[src/rtl/mod_updown_counter.sv]
// Parametrised up/down modulo counter with parallel load, enable prescaler,
// and registered step / terminal-count pulses plus a sticky overflow flag.
module mod_updown_counter #(
  parameter int unsigned WIDTH    = 8,
  parameter int unsigned MODULUS  = 256,
  parameter int unsigned PRESCALE = 1
) (
  input  logic             clk,
  input  logic             clear,
  input  logic             enable,
  input  logic             up_down,
  input  logic             load,
  input  logic [WIDTH-1:0] load_value,
  input  logic             ovf_clr,
  output logic [WIDTH-1:0] q,
  output logic             step,
  output logic             tc,
  output logic             overflow
);

  localparam int unsigned PW = (PRESCALE > 1) ? $clog2(PRESCALE) : 1;
  localparam int unsigned XW = WIDTH + 1;
  localparam logic [WIDTH-1:0] Q_MAX   = WIDTH'(MODULUS - 1);
  localparam logic [XW-1:0]    Q_MAX_X = XW'(MODULUS - 1);
  localparam logic [PW-1:0]    P_MAX   = PW'(PRESCALE - 1);

  logic [PW-1:0]    pcnt;
  logic             step_c;
  logic             wrap_c;
  logic [WIDTH-1:0] q_step_c;
  logic [WIDTH-1:0] load_q_c;

  // Next-count arithmetic; the extended compare keeps the clamp right when MODULUS == 2**WIDTH.
  always_comb begin
    step_c   = enable && (pcnt == P_MAX);
    wrap_c   = 1'b0;
    q_step_c = q;
    load_q_c = ({1'b0, load_value} > Q_MAX_X) ? Q_MAX : load_value;
    if (up_down) begin
      wrap_c   = (q == Q_MAX);
      q_step_c = wrap_c ? '0 : q + WIDTH'(1);
    end else begin
      wrap_c   = (q == '0);
      q_step_c = wrap_c ? Q_MAX : q - WIDTH'(1);
    end
  end

  // Count, prescaler and flag registers; priority clear > load > step.
  always_ff @(posedge clk or posedge clear) begin
    if (clear) begin
      q        <= '0;
      pcnt     <= '0;
      step     <= 1'b0;
      tc       <= 1'b0;
      overflow <= 1'b0;
    end else if (load) begin
      q    <= load_q_c;
      pcnt <= '0;
      step <= 1'b0;
      tc   <= 1'b0;
      if (ovf_clr) overflow <= 1'b0;
    end else begin
      step <= step_c;
      tc   <= step_c && wrap_c;
      if (enable) pcnt <= step_c ? '0 : pcnt + PW'(1);
      if (step_c) q <= q_step_c;
      if (step_c && wrap_c) overflow <= 1'b1;
      else if (ovf_clr)     overflow <= 1'b0;
    end
  end

endmodule

[config.mk]
export PLATFORM = sky130hd
export DESIGN_NAME = mod_updown_counter
export DESIGN_NICKNAME = d
export VERILOG_FILES = /design/src/rtl/mod_updown_counter.sv
export SDC_FILE = /design/constraint.sdc
export NUM_CORES = 1
export LEC_CHECK = 0
export BUFFER_PORTS_ARGS = -buffer_cell sky130_fd_sc_hd__buf_4
export CELL_PAD_IN_SITES_DETAIL_PLACEMENT = 1
export CELL_PAD_IN_SITES_GLOBAL_PLACEMENT = 1
export CORE_ASPECT_RATIO = 0.8
export CORE_MARGIN = 8
export CORE_UTILIZATION = 30
export DETAILED_ROUTE_END_ITERATION = 8
export GPL_ROUTABILITY_DRIVEN = 0
export HOLD_SLACK_MARGIN = 0.1
export MAX_ROUTING_LAYER = met4
export PLACE_DENSITY_LB_ADDON = 0.1
export SYNTH_ARGS = -nofsm -noshare
export SYNTH_HDL_FRONTEND = slang
export SYNTH_SLANG_ARGS = --single-unit
[constraint.sdc]
create_clock -name clk -period 3.3 [get_ports clk]
set_input_delay 0.495 -clock clk [delete_from_list [all_inputs] [get_ports clk]]
set_output_delay 0.495 -clock clk [all_outputs]
set_load 0.05 [all_outputs]
==> metrics, run 1 <==
die width roughly 79 µm; Initial DRT Pass Iterations 4; simple-gate area share of the yosys netlist 0.278; Detail Placement HPWL around 2200 µm; sequential-to-total area share from yosys stat 0.320; RSZ-0062 raised after global routing no; clock skew 0.00635 ns; antenna cells 0; maxcap violations 0; XOR/XNOR Fraction of Synth Area 0.0373; mean post-synth cell area around 7.7 µm²; main combinational cell family by area after synthesis simple AND/OR/NAND/NOR gates; io pins 25; Compound-Gate Fraction of Synth Area 0.236; slowest CP cell dfrtp_1; Req. time, crit path 3.43 ns; synthesized area 940 µm²; switching power approximately 0.20 mW; clk slew on worst S/H paths 0.06 ns; number of global-route vias before repair between 900 and 1000; largest net degree at the start of global routing 19; CP Launch Type flip-flop; CTS sink count 12; share of total power in combinational logic 0.319; met2 wire length 1300 µm; DR WL met3 approximately 180 µm; crit end category flip-flop; number of CTS-inserted buffers 3; synth-to-layout area growth 24.9%; worst setup path class flip-flop to flip-flop; post-synthesis register bit count 12; # fillers 392; clock network fraction of design power 0.316; total global-route track usage 0.122; die height about 66 µm; routed wire length per instance 16.1 µm; Flop pwr share 0.365; count of pins over their slew limit 0; Netlist cell types 39; Worst IR Drop VDD between 0.2 and 0.25 mV; Vias per Instance 5.32; DR top layer met4; share of cells above drive strength 1 0.229; # resized after CTS 0; Routed Antenna Nets 0; total length of routed wires 2890 µm; port bufs 24; Post-Syn Nets roughly 140; CP max stage delay about 0.54 ns; Final Hold Viols 0; synth warn 0; DRT iter0 DRCs 72; Net Sw Frac 0.381; Longest Clk Path Bufs 2; core area between 3000 and 4000 µm²; Max Fanout on Critical Path 11; Metal-1 WL approximately 1400 µm; final setup TNS 0 ns; CTS tree built; Adder-Cell Fraction of Synth Area 0.0399; Tmin final roughly 1.9 ns; Max Clk Rate roughly 0.52 GHz; clk root buf clkbuf_8; total gr overflow 0; Setup-failing EPs final 0; worst min-delay path category primary input to async pin; final worst path period share 0.579; final net count ~160; WP data arrival 2.04 ns; post-synthesis mux area share 0.0107; critical path's most frequent cell and3_1; num rows 18; # hold bufs at CTS 0; placed cells approximately 180; power density over the cells 454 nW/µm²; number of remaining DRC errors 0; DIE AREA a little over 5000 µm²; Initial Utilization 0.309; first-pass GRT wire length just under 5000 µm; status finished, final reports clean; worst skew pair latency about 0.25 ns; Slew @ Worst Pin around 0.57 ns; Post-CTS Setup Bufs 0; final cell count without fillers 180; Int Power ~0.33 mW; Mapped Cells 122; Max-slew headroom 0.622; via count 957; Pleak about 0.53 nW; H-tree depth 1; initial antenna violation count 0; CP cell instances ha_1 -> and3_1 -> and3_1 -> nor3_1 -> o32ai_1 -> o21ai_1
==> synthesized netlist by cell type <==
cell / n / area (µm²)
nand2b_1: 3 / 18.8
buf_2: 2 / 10.0
o22ai_1: 1 / 6.26
buf_4: 1 / 7.51
inv_1: 6 / 22.5
mux2i_1: 1 / 10.0
and3_1: 3 / 18.8
xnor2_1: 2 / 17.5
o31ai_1: 2 / 15.0
nor2_1: 15 / 56.3
a22o_1: 1 / 8.76
o21ai_0: 2 / 10.0
buf_6: 1 / 11.3
buf_1: 1 / 3.75
o2111ai_1: 1 / 8.76
a31oi_1: 5 / 31.3
a22oi_1: 1 / 7.51
nand4b_1: 1 / 8.76
dfrtp_1: 12 / 300
nand3_1: 5 / 25.0
clkbuf_1: 5 / 18.8
or4_1: 1 / 7.51
nand2_1: 11 / 41.3
nor3b_1: 2 / 15.0
o21a_1: 1 / 7.51
and4_2: 1 / 10.0
nand4_1: 1 / 6.26
nor2b_1: 2 / 12.5
nor3_2: 1 / 10.0
ha_1: 3 / 37.5
or4_4: 1 / 11.3
o32ai_1: 1 / 8.76
o211ai_1: 3 / 22.5
o211ai_2: 1 / 12.5
nor3_1: 4 / 20.0
a21o_1: 1 / 7.51
o21ai_1: 3 / 15.0
a21oi_1: 12 / 60.1
xor2_1: 2 / 17.5
==> kinds of logic (layout without fill, tap and decap cells) <==
kind of cell | Yosys count | after routing
fa+ha+maj | 3 | 3
xor+xnor | 4 | 4
flops | 12 | 12
compound gates | 35 | 35
mux | 1 | 1
simple gates | 51 | 51
buf+inv | 16 | 34
==> per-layer routing <==
layer	global-route usage	up-vias
met5	-	-
met3	0.0476	5
met1	0.147	463
met2	0.184	20
li1	-	469
met4	0.0346	0
==> power groups by stage <==
stage / Combinational [mW] / Sequential (mW) / Clock (mW)
6_report: 0.170 / 0.195 / 0.168
5_1_grt: 0.187 / 0.200 / 0.179
4_1_cts: 0.173 / 0.195 / 0.173
3_5_place_dp: 0.172 / 0.198 / 0
3_3_place_gp: 0.170 / 0.198 / 0
2_1_floorplan: 0.101 / 0.216 / 0
==> critical path: cells and delay by family (launching register included) <==
family | cells | cell delay [ns]
and+or+nand+nor | 3 | 0.60
adders and majority gates | 1 | 0.26
DFF | 1 | 0.54
AOI/OAI and AO/OA | 2 | 0.38
==> path summary, 6_finish.rpt <==
kind,from,to,slack (ns),cells after the start
max,q[0],q[5],1.39,6
min,clear,q[4],0.28,2
max reg2reg,q[0],q[5],1.39,6
min reg2reg,overflow,overflow,0.49,1
max in group asynchronous,clear,step,2.68,2
min in group clk,enable,pcnt,0.41,2
==> layout make-up <==
class	instances	area (µm²)	share of cell area
multi-input cells	94	566	0.482
clock buffers	4	55.1	0.0469
repair buffers	24	180	0.154
well taps	40	50.0	0.0426
flip-flops and latches	12	300	0.256
inverters	6	22.5	0.0192
==> cells in the final DEF, fill, tap and decap left out, types with 3 or more instances in the layout <==
master,instances
a21oi_1,12
a31oi_1,5
and3_1,3
buf_4,24
clkbuf_8,4
dfrtp_1,12
ha_1,3
inv_1,6
nand2_1,11
nand2b_1,3
nand3_1,5
nor2_1,15
nor3_1,4
o211ai_1,3
o21ai_1,3
==> sequential cells by signal (all words and copies together), names as in the netlist <==
| register | count |
|---|---|
| q | 8 |
| overflow | 1 |
| pcnt | 1 |
| step | 1 |
| tc | 1 |
==> stage by stage <==
stage	area, µm²	worst slack [ns]	util	total power [mW]	hold WS [ns]
floorplan	940	1.34	-	0.316	0.360
global placement	1120	1.42	0.368	0.367	0.463
detailed placement	1120	1.41	0.368	0.369	0.480
CTS	1170	1.40	0.386	0.540	0.297
global route	1170	1.25	0.386	0.565	0.335
finish	1170	1.39	0.386	0.533	0.277
Note: power is estimated with default switching activity, not from simulation.
==> inputs of run 2 (changes only) <==
- ABC_AREA: not set -> 1
- clock period: 3.3 -> 1.9 ns (I/O delays scaled with it)
==> run 2 against run 1 <==
Register-to-register slack lost 1.2 ns. Critical path type unchanged. Critical path depth grew 2. Count of clock-buffer cells in the layout is the same. Clock skew shrank 0.0036 ns. Power grew 97%.
==> metrics, run 2 <==
status finished, final reports clean; crit end category flip-flop; Initial Utilization 0.316 (+0.00697); Compound-Gate Fraction of Synth Area 0.0841 (-0.152); ys async rst share 1.00 (unchanged); synth cell count leaders 47 x nand2_1, 23 x nor2_1, 17 x nand3_1; # fillers 416 (+6.1%); total gr overflow 0 (unchanged); Pleak 0.637 nW (+20%); final net count 195 (+23%); most numerous cell in the Yosys netlist nand2_1; synth top area cells dfrtp_1 31%, nand2_1 18%, nor2_1 8.8%, nand3_1 8.7%, inv_1 4.6%; post-synthesis register bit count 12 (unchanged); share of cells above drive strength 1 0.237 (+0.00872); most common cell after layout, fill and taps aside nand2_1; Vias per Instance 4.82 (-9.2%); XOR/XNOR Fraction of Synth Area 0.0446 (+0.00730); clock skew 0.00279 ns (-0.00356 ns); Mapped Cells 153 (+25%); worst setup path class flip-flop to flip-flop; DRT iter0 DRCs 51 (-29%); synth warn 0 (unchanged); most frequent cells in the layout 47 x nand2_1, 25 x buf_4, 23 x nor2_1; CTS tree built; Post-Syn Nets 170 (+22%); io pins 25 (unchanged); register name with the most flops q; final worst path period share 0.890 (+0.311); via count 1047 (+9.4%); power density over the cells 841 nW/µm² (+85%); num rows 18 (unchanged); total global-route track usage 0.143 (+0.0216); Netlist cell types 26 (-33%); worst slack at placement 0.210 ns (-1.20 ns); RSZ-0062 raised after global routing no; core area 3110 µm² (+2.2%); port bufs 24 (unchanged); final setup TNS 0 ns (unchanged); share of total power in combinational logic 0.375 (+0.056); Area after DPL 1180 µm² (+5.6%); Max Clk Rate 0.592 GHz (+13%); post-synthesis mux area share 0 (-0.0107); clock network fraction of design power 0.290 (-0.026); CP Launch Type flip-flop; number of global-route vias before repair 1161 (+17%); Detail Placement HPWL 2590 µm (+18%); # resized after CTS 0 (unchanged); WP data arrival 1.84 ns (-0.20 ns); Max-slew headroom 0.642 (+0.0198); Net Sw Frac 0.427 (+0.0459); Final Hold Slack 0.198 ns (-0.0786 ns); switching power 0.447 mW (+120%); Longest Clk Path Bufs 2 (unchanged); Routed Antenna Nets 0 (unchanged); total length of routed wires 3440 µm (+19%); final instance area 1250 µm² (+6.2%); Worst IR Drop VDD 0.316 mV (+39%); Post-synth top flop dfrtp_1; worst skew pair latency 0.25 ns (about the same); Design Power 1.05 mW (+97%); die height 67.2 µm (+1.7%); Initial DRT Pass Iterations 4 (unchanged); post-synth top area share 0.306 (-0.0138); H-tree depth 1 (unchanged); Req. time, crit path 2.05 ns (-1.38 ns); count of pins over their slew limit 0 (unchanged); die width 80.0 µm (+1.8%); Flop pwr share 0.335 (-0.030); setup ws final 0.210 ns (-1.18 ns); Max Fanout on Critical Path 7 (-4); number of remaining DRC errors 0 (unchanged); area leader, netlist dfrtp_1; DIE AREA 5370 µm² (+3.5%); synth-to-layout area growth 26.9%; worst min-delay path category primary input to flip-flop; Tmin final 1.69 ns (-0.220 ns); main combinational cell family by area after synthesis simple AND/OR/NAND/NOR gates; Int Power 0.601 mW (+82%); antenna cells 0 (unchanged); synthesized area 982 µm² (+4.5%); routed wire length per instance 15.8 µm (-1.3%); number of CTS-inserted buffers 3 (unchanged); clk slew on worst S/H paths 0.06 ns (about the same); Setup-failing EPs final 0 (unchanged); clk root buf clkbuf_8; simple-gate area share of the yosys netlist 0.427 (+0.148); first-pass GRT wire length 5770 µm (+17%); Slew @ Worst Pin 0.537 ns (-0.0291 ns); CTS sink count 12 (unchanged); Post-CTS Setup Bufs 0 (unchanged); largest net degree at the start of global routing 15 (-4); EDFF count, synth 0 (unchanged); maxcap violations 0 (unchanged); sequential-to-total area share from yosys stat 0.306 (-0.0138); mean post-synth cell area 6.42 µm² (-17%); Adder-Cell Fraction of Synth Area 0.0382 (-0.00173); initial antenna violation count 0 (unchanged); max FFs per register 8 (unchanged); Final Hold Viols 0 (unchanged)
[run 2: cell types whose count changed after synthesis, moves of 5 or more]
cell | previous run | this run
nor2_1 | 15 | 23
a21oi_1 | 12 | 1
nor2_2 | 0 | 5
nand3_1 | 5 | 17
clkbuf_1 | 5 | 0
a31oi_1 | 5 | 0
inv_1 | 6 | 12
nand2_1 | 11 | 47
[run 2: final timing paths]
path / start / endpoint / slack (ns) / cells past startpoint
max in group asynchronous: clear / q[5] / 0.89 / 3
setup reg to reg: q[0] / q[3] / 0.21 / 8
min in group asynchronous: clear / q[4] / 0.65 / 3
hold reg to reg: pcnt / pcnt / 0.52 / 2
setup / recovery: q[0] / q[3] / 0.21 / 8
hold / removal: enable / pcnt / 0.20 / 2
[run 2: final cells by class]
class | instances | area, µm² | share of cell area
clock buffer | 4 | 55.1 | 0.0442
timing repair buffer | 26 | 198 | 0.159
tap | 40 | 50.0 | 0.0402
multi-input combinational | 119 | 583 | 0.468
sequential | 12 | 300 | 0.241
inverter | 16 | 60.1 | 0.0482
[run 2: routing by layer]
layer / global-route usage / vias up / part of all wire
li1: - / 526 / -
met1: 0.166 / 497 / 0.47
met2: 0.251 / 20 / 0.48
met3: 0.0345 / 4 / 0.042
met4: 0.0204 / 0 / 0.0073
met5: - / - / 0
[run 2: stage by stage]
stage,instances,util
finish,217,0.401
global route,217,0.401
CTS,217,0.401
detailed placement,212,0.380
global placement,212,0.380
floorplan,153,-
[run 2: critical path, cell delays in order (launching register included)]
cell      delay (ns)
dfrtp_1         0.47
inv_1           0.16
ha_1            0.25
nand3_1         0.09
nor2_1          0.07
a21oi_2         0.27
o211ai_1        0.16
nand2_1         0.08
nand2_1         0.04
[run 2: power groups by stage]
stage / clock network [mW] / logic, mW / registers, mW
after floorplan: 0 / 0.215 / 0.411
after global placement: 0 / 0.386 / 0.351
after detailed placement: 0 / 0.393 / 0.353
after CTS: 0.316 / 0.399 / 0.349
after global routing: 0.323 / 0.434 / 0.359
final: 0.304 / 0.393 / 0.351
[run 2: kinds of logic (layout without fill, tap and decap cells)]
family          count (synthesis)  in the layout
buf+inv                        22             46
fa+ha+maj                       3              3
compound gates                 13             13
xor+xnor                        5              5
flops                          12             12
simple gates                   98             98
[run 2: repair_timing]
| item | CTS | global route |
|---|---|---|
| endpoints found under the hold margin | 12 | 0 |
| setup endpoints to repair | 0 | 0 |
| hold buffers | 1 | 0 |
